<file path="config.mk">
export PLATFORM = sky130hd
export DESIGN_NAME = sha256_w_stream_reader
export DESIGN_NICKNAME = d
export VERILOG_FILES = /design/src/rtl/sha256_w_stream_reader.sv
export SDC_FILE = /design/constraint.sdc
export NUM_CORES = 2
export LEC_CHECK = 0
export ABC_CLOCK_PERIOD_IN_PS = 6000
export CAP_MARGIN = 20
export CORE_UTILIZATION = 53
export DETAILED_ROUTE_END_ITERATION = 16
export GPL_ROUTABILITY_DRIVEN = 0
export PLACE_DENSITY = 0.82
export REMOVE_ABC_BUFFERS = 1
export SYNTH_ARGS = -nofsm -noshare
export SYNTH_HDL_FRONTEND = slang
export SYNTH_SLANG_ARGS = --single-unit
export TNS_END_PERCENT = 5
</file>
<file path="constraint.sdc">
create_clock -name CLK -period 6 [get_ports CLK]
set_input_delay 1.2 -clock CLK [delete_from_list [all_inputs] [get_ports CLK]]
set_output_delay 1.2 -clock CLK [all_outputs]
set_load 0.01 [all_outputs]
</file>
<file path="src/rtl/sha256_w_stream_reader.sv">
// SHA-256 message-schedule stream reader: accepts a 512-bit block and emits
// W_0..W_(ROUNDS-1), generating W_16+ in a 16-word sliding window.
module sha256_w_stream_reader #(
   parameter int unsigned ROUNDS = 64
) (
   input  logic         CLK,
   input  logic         RST,
   input  logic         blk_valid,
   output logic         blk_ready,
   input  logic [511:0] block_in,
   input  logic         flush,
   output logic         w_valid,
   input  logic         w_ready,
   output logic [31:0]  w_out,
   output logic [5:0]   w_idx,
   output logic         w_last
);

   localparam logic [5:0] LAST_IDX = 6'(ROUNDS - 1);

   typedef enum logic {
      IDLE,
      STREAM
   } state_t;

   state_t      state, state_nx;
   logic [5:0]  t, t_nx;
   logic [31:0] win [16];
   logic [31:0] w_new;
   logic        load, shift;

   function automatic logic [31:0] rotr(input logic [31:0] x, input int unsigned n);
      return (x >> n) | (x << (32 - n));
   endfunction

   function automatic logic [31:0] sig0(input logic [31:0] x);
      return rotr(x, 7) ^ rotr(x, 18) ^ (x >> 3);
   endfunction

   function automatic logic [31:0] sig1(input logic [31:0] x);
      return rotr(x, 17) ^ rotr(x, 19) ^ (x >> 10);
   endfunction

   // W_(t+16) from the window as it stands at beat t
   assign w_new = sig1(win[14]) + win[9] + sig0(win[1]) + win[0];

   always_comb begin
      state_nx = state;
      t_nx     = t;
      load     = 1'b0;
      shift    = 1'b0;
      case (state)
         IDLE: begin
            if (blk_valid) begin
               load     = 1'b1;
               t_nx     = '0;
               state_nx = STREAM;
            end
         end
         STREAM: begin
            // flush wins over a coincident beat; the beat's word is still consumed
            if (flush) begin
               state_nx = IDLE;
               t_nx     = '0;
            end else if (w_ready) begin
               if (t == LAST_IDX) begin
                  state_nx = IDLE;
                  t_nx     = '0;
               end else begin
                  shift = 1'b1;
                  t_nx  = t + 6'd1;
               end
            end
         end
         default: begin
            state_nx = IDLE;
            t_nx     = '0;
         end
      endcase
   end

   always_ff @(posedge CLK or negedge RST) begin
      if (!RST) begin
         state <= IDLE;
         t     <= '0;
      end else begin
         state <= state_nx;
         t     <= t_nx;
      end
   end

   always_ff @(posedge CLK or negedge RST) begin
      if (!RST) begin
         for (int unsigned k = 0; k < 16; k++) win[k] <= '0;
      end else if (load) begin
         for (int unsigned k = 0; k < 16; k++) win[k] <= block_in[511 - 32*k -: 32];
      end else if (shift) begin
         for (int unsigned k = 0; k < 15; k++) win[k] <= win[k+1];
         win[15] <= w_new;
      end
   end

   assign blk_ready = (state == IDLE);
   assign w_valid   = (state == STREAM);
   assign w_out     = win[0];
   assign w_idx     = t;
   assign w_last    = (state == STREAM) && (t == LAST_IDX);

endmodule

</file>
**After elaboration in Yosys (flattened, before gate mapping)**

Cells that the tools add are included.

- Register bits: 519
- Bits of input ports: 517
- Output and inout port bits: 41

- Eq/ne operators: 3
- Muxes and demuxes: 16
- $add $sub $neg: 4
- Reduce and logical (&&, ||, !) cells: 3
- Bitwise operators: 9

Operator list:

| operator | number |
|---|---|
| 2-to-1 mux 512 bit | 2 |
| adder 32 bit | 3 |
| XOR 32 bit | 2 |
| bitwise OR 13 x 32 -> 32 bit | 1 |
| bitwise OR 14 x 32 -> 32 bit | 1 |
| bitwise OR 15 x 32 -> 32 bit | 1 |
| bitwise OR 25 x 32 -> 32 bit | 1 |
| XOR 32 x 22 -> 32 bit | 1 |
| XOR 32 x 29 -> 32 bit | 1 |
| 2-to-1 mux 6 bit | 4 |
| one-hot mux 6 bit (2 select lines) | 1 |
| 2-to-1 mux 1 bit | 8 |
| adder 6 x 1 -> 6 bit (second input constant) | 1 |
| == test 6 bit (second input constant) | 1 |
| inequality test 3 bit (second input constant) | 1 |
| inequality test 2 bit (second input constant) | 1 |
| one-hot mux 1 bit (2 select lines) | 1 |
| AND reduction 2 bit | 1 |
| nonzero test 2 bit | 1 |
| logical AND 1 bit | 1 |
| NOT 1 bit | 1 |

**Logic depth before layout (Yosys ltp)**

- Word-level depth: 8
- Depth in mapped cells: 18
- Depth with buffers taken out: 17

**Worst setup path after synthesis**

No wires, ideal clock.

- Path kind: reg2reg
- From: register win[50] in the netlist's numbering
- To: register win[31] in the netlist's numbering
- Slack: 1.677 ns
- Arrival time: 4.193 ns
- Path buffers: 1
- Cell stages (with the launch flop): 19
- Cell sequence: dfrtp_1 -> clkbuf_1 -> xor2_1 -> xnor2_1 -> fa_1 -> inv_1 -> fa_1 -> ha_1 -> fa_1 -> a21o_1 -> a21o_1 -> a21oi_1 -> o211ai_1 -> a21o_1 -> a31o_2 -> a211o_1 -> a21oi_1 -> xnor2_1 -> o21ai_1

- Cells in the longest elaborated chain, start to end: 8
- Elaborated cells on any way between the ends: 9

Ends and longest elaborated chain:

| item | line | RTL |
|---|---|---|
| start: declaration | 28 | `logic [31:0] win [16];` |
| bitwise OR 15 x 32 -> 32 bit / bitwise OR 13 x 32 -> 32 bit (equally long branches) | 33 | `return (x >> n) \| (x << (32 - n));` |
| XOR 32 bit | 41 | `return rotr(x, 17) ^ rotr(x, 19) ^ (x >> 10);` |
| XOR 32 x 22 -> 32 bit * | 41 |  |
| adder 32 bit * (3 in a row) | 45 | `assign w_new = sig1(win[14]) + win[9] + sig0(win[1]) + win[0];` |
| 2-to-1 mux 512 bit * | 97 | `end else if (shift) begin` |
| 2-to-1 mux 512 bit * | 95 | `end else if (load) begin` |

Mark *: on every way between the ends. The rest lies on a longest branch, timed or not. The select of a mux whose other input is x is not followed.
A chain may end at the register's enable or synchronous reset.

**Worst setup path in the final report**

Ends and elaborated chain as after synthesis.

==> summary.txt <==
Pwr
  • Register share of total power: 0.256
  • Switching part of the total: 0.4445
  • Power per Cell Area: 581.0 nW/um^2
  • Clock Power Share: 0.163
  • Leakage: 0.01568 uW
  • P_sw: 9087 uW
  • Internal power: 11,350 uW
  • Peak supply drop: 0.0006563 V
  • Logic gate share of total power: 0.581

Global route
  • Initial antenna violation count: 33
  • First-pass GRT wire length: 138.0 mm
  • GRT Util Overall: 0.3360
  • Pin count of the biggest net entering global routing: 212
  • Vias in the first global route: 24,222
  • Total gr overflow: 0

Timing
  • RSZ-0062 raised after global routing: false
  • Worst Slack Setup Final: 1.098 ns
  • Worst-Margin Slew: 0.9112 ns
  • Final clock skew: 0.02093 ns
  • # setup viols final: 0
  • Final max-slew violation count: 0
  • Fmax: 204.0 MHz
  • Setup TNS: 0 ns
  • Crit path time final: 4.902 ns
  • Fin. Hold Viols: 0
  • Final period util: 0.8170
  • Relative slew slack: 0.3911

Synthesis
  • Synth area leader: dfrtp_1
  • Synth unique cells: 45
  • Post-synthesis sequential area ratio: 0.4692
  • Synthesized flop and latch total: 519
  • Post-synth top area share: 0.4692
  • YS warnings: 0
  • Ys flop type: dfrtp_1
  • Commonest cells post-synth: nand2_1, dfrtp_1, nor2_1
  • Asr flop ratio synth: 1.000
  • Mapped Cells: 3,409
  • Count leader, synth: nand2_1
  • Synth Cell Area: 27,680 sq um
  • Leading post-synthesis cells by cell area: dfrtp_1, nand2_1, a31oi_1
  • Post-synth EDFFs: 0
  • Synth Area per Inst: 8.120 sq um

Clocking
  • Worst-Skew Late Latency: 0.61 ns
  • TritonCTS clock tree: built
  • Post-CTS resize count: 0
  • CTS max path bufs: 3
  • Clock Tree Root: clkbuf_16
  • Hold_buf cts: 0
  • Clock tree sinks: 519
  • Setup bufs post-CTS: 0
  • CTS buffer count: 54
  • Clock transition at the registers of the reported paths: 0.06 ns
  • CTS H-Tree Depth: 2

Worst hold path
  • Hold Crit Class: reg2reg

Final layout
  • Layout area overhead: 27.10%
  • Number of fill cells: 4,164
  • FF/Latch Area: 12,990 sq um
  • Ratio of cells with drive above 1 in the final layout: 0.03484
  • Area of the multi-input gates: 12,980 sq um
  • Layout net count: 4,361

Setup path
  • Crit. End Element: register
  • Worst Setup Path Type: reg2reg
  • Arrival time worst endpoint: 5.38 ns
  • Worst Path Required: 6.48 ns
  • Crit Path Max Fanout: 5
  • Worst Setup Start Kind: register

Die
  • Die area: 53,150 sq um
  • Standard-cell rows: 83
  • Core region area: 51,410 sq um
  • Initial Util: 0.5385
  • Die Ht: 230.5 microns
  • DIE WIDTH: 230.5 microns
  • Boundary Pins: 558

Detailed routing
  • DRC: 0
  • Vias: 25,598
  • DRT iter0 DRCs: 2,639
  • Via/cell ratio: 5.702
  • Antenna Nets Post-Route: 0
  • Final wirelength: 89.90 mm
  • Wire length per cell: 20.03 microns
  • DR pass1 iterations: 6

Place
  • DP Wirelength: 64.13 mm
  • Port Buf Inserts: 557
  • Pre-CTS WS: 1.243 ns

Run
  • Max-cap violation count: 0

Run status
  • Status: complete, no violations
## final cells by class
type	instances	area share
inverter	125	0.01334
multi-input combinational	2456	0.3689
clock buffer	81	0.04538
clock inverter	14	0.003627
timing repair buffer	594	0.1740
tap	680	0.02418
antenna	20	0.001423
sequential	519	0.3691
## critical path: stages, from the launching register on
cell and delay, ns:
dfrtp_1 0.47, xor2_1 0.21, xnor2_1 0.31, fa_1 0.48, inv_1 0.08, fa_1 0.41, ha_1 0.26, fa_1 0.48
a21o_1 0.19, a21o_1 0.22, a21oi_1 0.24, o211ai_1 0.20, a21o_1 0.23, a31o_2 0.27, a211o_1 0.31, a21oi_1 0.18
xnor2_1 0.13, o21ai_1 0.08
## layout by cell type, fill, tap and decap left out, drive strengths merged, types with 54 or more instances in the layout
cell type | Yosys | layout
nand2 | 1010 | 1010
inv | 125 | 125
clkbuf | 275 | 81
nor2 | 516 | 516
clkdlybuf4s50 | 0 | 556
fa | 62 | 62
xor2 | 54 | 54
a31oi | 488 | 488
dfrtp | 519 | 519
xnor2 | 91 | 91
a21oi | 58 | 58
## per-stage QoR
| stage | area [sq um] | power [uW] | utilization | hold WS [ns] | std cells |
|---|---|---|---|---|---|
| after floorplan | 26400 | 14240 | - | 0.4727 | 3100 |
| after global placement | 33410 | 16410 | 0.6499 | 0.4926 | 4374 |
| after detailed placement | 33410 | 16750 | 0.6499 | 0.5029 | 4374 |
| after CTS | 35130 | 20200 | 0.6834 | 0.5198 | 4469 |
| after global routing | 35180 | 21820 | 0.6844 | 0.5431 | 4489 |
| final | 35180 | 20440 | 0.6844 | 0.5319 | 4489 |
## final timing paths
path / slack, ns / from / end / cells past startpoint
min reg2reg: 0.53 / win[356] / win[388] / 2
max: 1.10 / win[50] / win[31] / 17
min: 0.53 / win[356] / win[388] / 2
max in group asynchronous: 4.06 / RST / win[172] / 2
min in group asynchronous: 0.65 / RST / win[289] / 1
max reg2reg: 1.10 / win[50] / win[31] / 17
## flip-flops by register name, indices dropped and copies added (netlist names)
name,cells
win,480
w_out,32
w_valid,1
w_idx,6
## logic make-up (layout without fill, tap and decap cells)
| family | count (synthesis) | in the layout | synth area share |
|---|---|---|---|
| other | 0 | 20 | 0 |
| adder cells (fa/ha/maj) | 94 | 94 | 0.05930 |
| multiplexers | 4 | 4 | 0.001492 |
| XOR/XNOR | 145 | 145 | 0.04588 |
| buffers and inverters | 434 | 814 | 0.06319 |
| AO/OA/AOI/OAI | 643 | 643 | 0.1444 |
| AND/OR/NAND/NOR | 1570 | 1570 | 0.2166 |
| flip-flops | 519 | 519 | 0.4692 |
## power by group through the flow
| stage | logic [uW] | registers (uW) | clock network [uW] |
|---|---|---|---|
| after floorplan | 9190 | 5050 | 0 |
| after global placement | 11200 | 5210 | 0 |
| after detailed placement | 11500 | 5240 | 0 |
| after CTS | 11600 | 5200 | 3380 |
| after global routing | 13000 | 5310 | 3510 |
| final | 11900 | 5230 | 3330 |
## metal layers
metal / vias up / GRT usage / wire length, microns
li1: 11872 / - / -
met1: 12290 / 0.4436 / 35560
met2: 1179 / 0.5250 / 41670
met3: 235 / 0.07992 / 8383
met4: 22 / 0.1556 / 4144
met5: - / 0 / 146
No activity file was read; power rests on OpenSTA's default activity.
